<file path="src/rtl/xor_frame_checksum.sv">
// xor_frame_checksum: XOR-accumulates framed WIDTH-bit words and emits checksum, parity, word count and overflow.
// Ports: clk, rst (sync, active-high); in_valid/in_ready/in_data/in_last word stream;
//        out_valid/out_ready result handshake with out_xor, out_parity, out_count, out_ovf.
module xor_frame_checksum #(
  parameter int WIDTH = 8,
  parameter int MAX_LEN = 16,
  localparam int CNT_W = $clog2(MAX_LEN + 1)
) (
  input  logic             clk,
  input  logic             rst,
  input  logic             in_valid,
  output logic             in_ready,
  input  logic [WIDTH-1:0] in_data,
  input  logic             in_last,
  output logic             out_valid,
  input  logic             out_ready,
  output logic [WIDTH-1:0] out_xor,
  output logic             out_parity,
  output logic [CNT_W-1:0] out_count,
  output logic             out_ovf
);
  typedef enum logic {ACCUM, HOLD} state_t;
  state_t state, state_nx;
  logic [WIDTH-1:0] acc, acc_nx;
  logic [CNT_W-1:0] cnt, cnt_nx;
  logic ovf_r, ovf_nx, sat, accept;
  assign in_ready  = state == ACCUM;
  assign out_valid = state == HOLD;
  assign accept    = in_valid && in_ready;
  assign sat       = cnt == CNT_W'(MAX_LEN);
  assign acc_nx    = acc ^ in_data;
  assign cnt_nx    = sat ? cnt : cnt + 1'b1;
  assign ovf_nx    = ovf_r | sat;
  always_comb begin
    state_nx = state;
    if (state == ACCUM) state_nx = (accept && in_last) ? HOLD : ACCUM;
    else state_nx = out_ready ? ACCUM : HOLD;
  end
  always_ff @(posedge clk) begin
    if (rst) state <= ACCUM;
    else state <= state_nx;
  end
  always_ff @(posedge clk) begin
    if (rst) begin
      acc        <= '0;
      cnt        <= '0;
      ovf_r      <= 1'b0;
      out_xor    <= '0;
      out_parity <= 1'b0;
      out_count  <= '0;
      out_ovf    <= 1'b0;
    end else if (accept && in_last) begin
      out_xor    <= acc_nx;
      out_parity <= ^acc_nx;
      out_count  <= cnt_nx;
      out_ovf    <= ovf_nx;
      acc        <= '0;
      cnt        <= '0;
      ovf_r      <= 1'b0;
    end else if (accept) begin
      acc   <= acc_nx;
      cnt   <= cnt_nx;
      ovf_r <= ovf_nx;
    end
  end
endmodule

</file>
<file path="config.mk">
export PLATFORM = sky130hd
export DESIGN_NAME = xor_frame_checksum
export DESIGN_NICKNAME = d
export VERILOG_FILES = /design/src/rtl/xor_frame_checksum.sv
export SDC_FILE = /design/constraint.sdc
export NUM_CORES = 1
export LEC_CHECK = 0
export ABC_CLOCK_PERIOD_IN_PS = 1900
export CAP_MARGIN = 25
export CORE_ASPECT_RATIO = 0.5
export CORE_MARGIN = 5
export CORE_UTILIZATION = 49
export DETAILED_ROUTE_END_ITERATION = 8
export PLACE_DENSITY = 0.76
export SETUP_SLACK_MARGIN = 0.1
export SYNTH_ARGS = -nofsm -noshare
export SYNTH_HDL_FRONTEND = slang
export SYNTH_SLANG_ARGS = --single-unit
</file>
<file path="constraint.sdc">
create_clock -name clk -period 1.9 [get_ports clk]
set_clock_uncertainty 0.1 [all_clocks]
set_input_delay 0.38 -clock clk [delete_from_list [all_inputs] [get_ports clk]]
set_output_delay 0.38 -clock clk [all_outputs]
set_load 0.02 [all_outputs]
</file>
* Word level (Yosys, flattened, before mapping)
Index checks and enable logic that the tools add are counted.
** Operators by class
- Add/sub/neg operators :: 1
- Equality and inequality tests :: 1
- Multiplexer cells :: 4
- Bitwise logic cells :: 3
- Reductions and logical operators :: 4
** Operators by type and width (count)
- $reduce_xor 8->1 :: 1
- $xor 8x8->8 :: 1
- $add 5x1->5 const B :: 1
- $eq 5x5->1 const B :: 1
- $mux 5 :: 1
- $mux 1 :: 3
- $logic_and 1x1->1 :: 2
- $reduce_or 2->1 :: 1
- $not 1->1 :: 1
- $or 1x1->1 :: 1
** Word-level totals
- Register bits after elaboration :: 30
- Bits of input ports :: 13
- Output and inout port bits :: 17
- Word-level logic and storage cells :: 21

* Depth between registers and ports, before layout
- Depth in word-level cells :: 5
- Gate-level depth with buffers :: 7
- Depth with buffers taken out :: 6

* Worst setup path after synthesis
No wires, ideal clock.
- Kind :: reg-to-reg
- From :: register state, in the netlist out_valid
- To :: register out_xor[3]
- Library setup time :: 0.086 ns
- Arrival :: 1.281 ns
- Data required time :: 1.714 ns
- Slack :: 0.434 ns
- Stages on the path, launching flop included :: 7
- Path buffers :: 3
- Period minus slack after synthesis :: 1.466 ns
- Cells stage by stage :: dfxtp_1 > nor2b_1 > buf_4 > and2_0 > buf_2 > buf_2 > a211oi_1
** On the way
- Longest elaborated chain between the ends :: 3
** RTL lines
- from (decl) :: line 23 : state_t state, state_nx;
- from (signal assigned) :: line 41 : else state <= state_nx;
- $not 1->1
- $logic_and 1x1->1 :: line 29 : assign accept = in_valid && in_ready;
- $logic_and 1x1->1 :: line 52 : end else if (accept && in_last) begin
- to (signal assigned) :: line 53 : out_xor <= acc_nx;
- to (decl) :: line 17 : output logic [WIDTH-1:0] out_xor,
No other way between the ends.
A chain may end at the register's enable or synchronous reset.

* Worst setup path in the final report
- From :: register state, in the netlist out_valid
- To :: output out_valid
** RTL lines
- to (decl) :: line 15 : output logic out_valid,
No word-level cell between the ends.

==> impl_table.tex <==
\begin{tabular}{lr}
\hline
Metric & Value \\
\hline
\multicolumn{2}{l}{\textbf{Outcome}} \\
Status & finished clean \\
\multicolumn{2}{l}{\textbf{Cells and area}} \\
Proportion of layout cells with a drive suffix above 1 & 0.09836 \\
Count of placed standard cells in the final layout, fillers left out & 220 \\
Final-stage net count & 199 \\
Antenna diode count & 0 \\
Most used cells in the layout excluding fill and tap cells & dfxtp\_1, nor2\_1, clkdlybuf4s50\_1 \\
Area delta synth->final & 35.11\% \\
Commonest non-fill, non-tap cell in the layout & dfxtp\_1 \\
\multicolumn{2}{l}{\textbf{STA}} \\
Maximum clock frequency & 0.5662 GHz \\
Final Critical Period & 1766 ps \\
Slew @ Worst Pin & 320.1 ps \\
Final clock period utilization by the worst path & 0.9296 \\
RSZ-0062 raised after global routing & true \\
Count of pins over their slew limit & 0 \\
Final setup fails & 0 \\
Worst-case headroom to the max-slew limit & 0.7851 \\
Final hold vios & 0 \\
\multicolumn{2}{l}{\textbf{Clock network}} \\
Maximum level of the CTS H-tree & 2 \\
Clock root buffer & clkbuf\_8 \\
Max Root-Sink Buffers & 2 \\
Number of buffers inserted by hold repair at cts & 0 \\
Clk Latency, worst-skew pair & 280 ps \\
Clock-pin slew on the worst setup and hold paths & 60 ps \\
Clock sink count & 30 \\
Number of buffers added by the clock tree synthesis step & 5 \\
Clock tree from TritonCTS & yes \\
\multicolumn{2}{l}{\textbf{Routing}} \\
Routed vias/inst & 4.795 \\
Total wirelength of the detailed-routed design & 2792 um \\
WL per Instance & 12.69 um \\
DRT iter0 DRCs & 28 \\
Routed vias & 1055 \\
DRC violations left & 0 \\
Post-detailed-route count of antenna-violating nets & 0 \\
Pre-antenna DRT Iters & 4 \\
\multicolumn{2}{l}{\textbf{Job}} \\
Number of max-cap violations & 0 \\
\multicolumn{2}{l}{\textbf{Yosys}} \\
Synthesized area per cell & 8.946 um\^{}2 \\
Number of synthesized register bits & 30 \\
Unique cell type count in the Yosys netlist & 22 \\
Total number of yosys warnings & 0 \\
Post-Syn Nets & 162 \\
Sequential element share of the synthesized area & 0.4567 \\
Post-Synthesis Cell Area & 1315 um\^{}2 \\
Synthesized netlist cell count & 147 \\
\multicolumn{2}{l}{\textbf{Power}} \\
Pwr/cell area & 859.3 nW/um\^{}2 \\
Worst ir drop on vdd & 0.4350 mV \\
Post-layout power & 1.527 mW \\
Leakage & 0.6785 nW \\
\multicolumn{2}{l}{\textbf{Setup path}} \\
Origin of the critical flop-to-flop path & cnt[1] \\
Required time reported for the critical path endpoint & 1420 ps \\
Critical Path Source & out\_valid \\
Slowest cell on crit path & clkdlybuf4s50\_1 \\
Endpoint arrival time on the critical path & 1290 ps \\
Cell class contributing the biggest share of worst-path delay & buffers and inverters \\
Critical path cell sequence & clkdlybuf4s50\_1 \\
Setup crit end kind & primary output \\
Largest stage delay on the critical path & 620 ps \\
Setup Crit Path Kind & reg2out \\
Critical-path maximum fanout & 4 \\
Startpoint types & flop \\
Number of buffers and inverters on the critical path & 1 \\
\multicolumn{2}{l}{\textbf{Place}} \\
IO buf count & 29 \\
Number of placed instances, taps included & 214 \\
Placer congestion estimate & 0.7814 \\
Post-DP HPWL & 2113 um \\
\multicolumn{2}{l}{\textbf{Floorplanning}} \\
Die extent in y & 46.63 um \\
Width of the chip & 83.26 um \\
Core Region & 2586 um\^{}2 \\
Die area & 3882 um\^{}2 \\
Boundary pin count & 30 \\
Row count & 13 \\
Starting Density & 0.5085 \\
\multicolumn{2}{l}{\textbf{GRT}} \\
Antenna violations before repair & 0 \\
Wire length of the first global-routing pass & 4636 um \\
Global routing usage summed across all routing layers & 0.1616 \\
Vias in the first global route & 998 \\
Largest net degree at the start of global routing & 15 \\
Residual overflow from global routing & 0 \\
\multicolumn{2}{l}{\textbf{Hold path}} \\
Worst hold-check path type & reg2reg \\
Hold Startpoint & out\_count[0] \\
\hline
\end{tabular}
-- metal layers --
| metal | track usage | up-vias | wire length (um) |
|---|---|---|---|
| met1 | 0.1926 | 479 | 1304 |
| li1 | - | 548 | - |
| met2 | 0.2643 | 25 | 1311 |
| met3 | 0.05179 | 3 | 150 |
| met4 | 0.09772 | 0 | 27 |
| met5 | 0 | - | 0 |
-- flip-flops by register name (all words and copies together) (netlist names) --
| signal | count |
|---|---|
| out_xor | 8 |
| out_ovf | 1 |
| cnt | 5 |
| out_valid | 1 |
| ovf_r | 1 |
| acc | 8 |
| out_count | 5 |
| out_parity | 1 |
-- final cells by class --
| class | instances | area [um^2] |
|---|---|---|
| Multi-Input combinational cell | 105 | 658.1 |
| Fill cell | 206 | 809.5 |
| Timing Repair Buffer | 39 | 377.9 |
| Sequential cell | 30 | 600.6 |
| Tap cell | 37 | 46.29 |
| Clock buffer | 6 | 82.58 |
| Inverter | 3 | 11.26 |
-- cell families after synthesis --
family / synth area share
buffers and inverters: 0.04471
flip-flops: 0.4567
AO/OA/AOI/OAI: 0.09515
adder cells (fa/ha/maj): 0.01903
XOR/XNOR: 0.1998
AND/OR/NAND/NOR: 0.1846
-- synthesized netlist by cell type --
cell type,n,area share
dfxtp_1,30,0.46
nor2_1,29,0.083
xnor2_1,17,0.11
xor2_1,13,0.087
nand2_1,12,0.034
a211oi_1,10,0.057
a21oi_1,5,0.019
buf_2,5,0.019
inv_1,3,0.0086
nor3_1,3,0.011
a22o_1,2,0.013
buf_4,2,0.011
clkbuf_1,2,0.0057
ha_1,2,0.019
nand2b_1,2,0.0095
nand3_1,2,0.0076
nand4_1,2,0.0095
nor2b_1,2,0.0095
a21o_1,1,0.0057
and2_0,1,0.0048
and4bb_2,1,0.0095
nor3b_1,1,0.0057
-- power by group --
part	internal, mW	switching (mW)	total [mW]
registers	0.670	0.0243	0.694
clock network	0.278	0.215	0.493
logic	0.177	0.163	0.340
-- worst paths after layout --
path | depth (start not counted) | to | slack (ps)
max | 1 | out_valid | 130
min | 2 | out_count[0] | 380
min reg2reg | 2 | out_count[0] | 380
max reg2reg | 6 | out_count[0] | 360
-- per-stage QoR --
step                hold WS (ps)  utilization  area, um^2  setup WS (ps)  setup TNS [ps]
global route               397.1       0.6870        1777          88.50               0
floorplan                  338.2            -        1315          433.6               0
CTS                        380.4       0.6860        1774          147.3               0
detailed placement         363.8       0.6541        1692         -83.01           -1271
global placement           348.9       0.6541        1692         -63.82          -470.3
finish                     378.1       0.6870        1777          133.8               0
-- repair_timing --
action	CTS	global route
setup endpoints to repair	0	18
gates resized for setup	0	1
setup buffers	0	0
(Power assumes the default switching activity.)
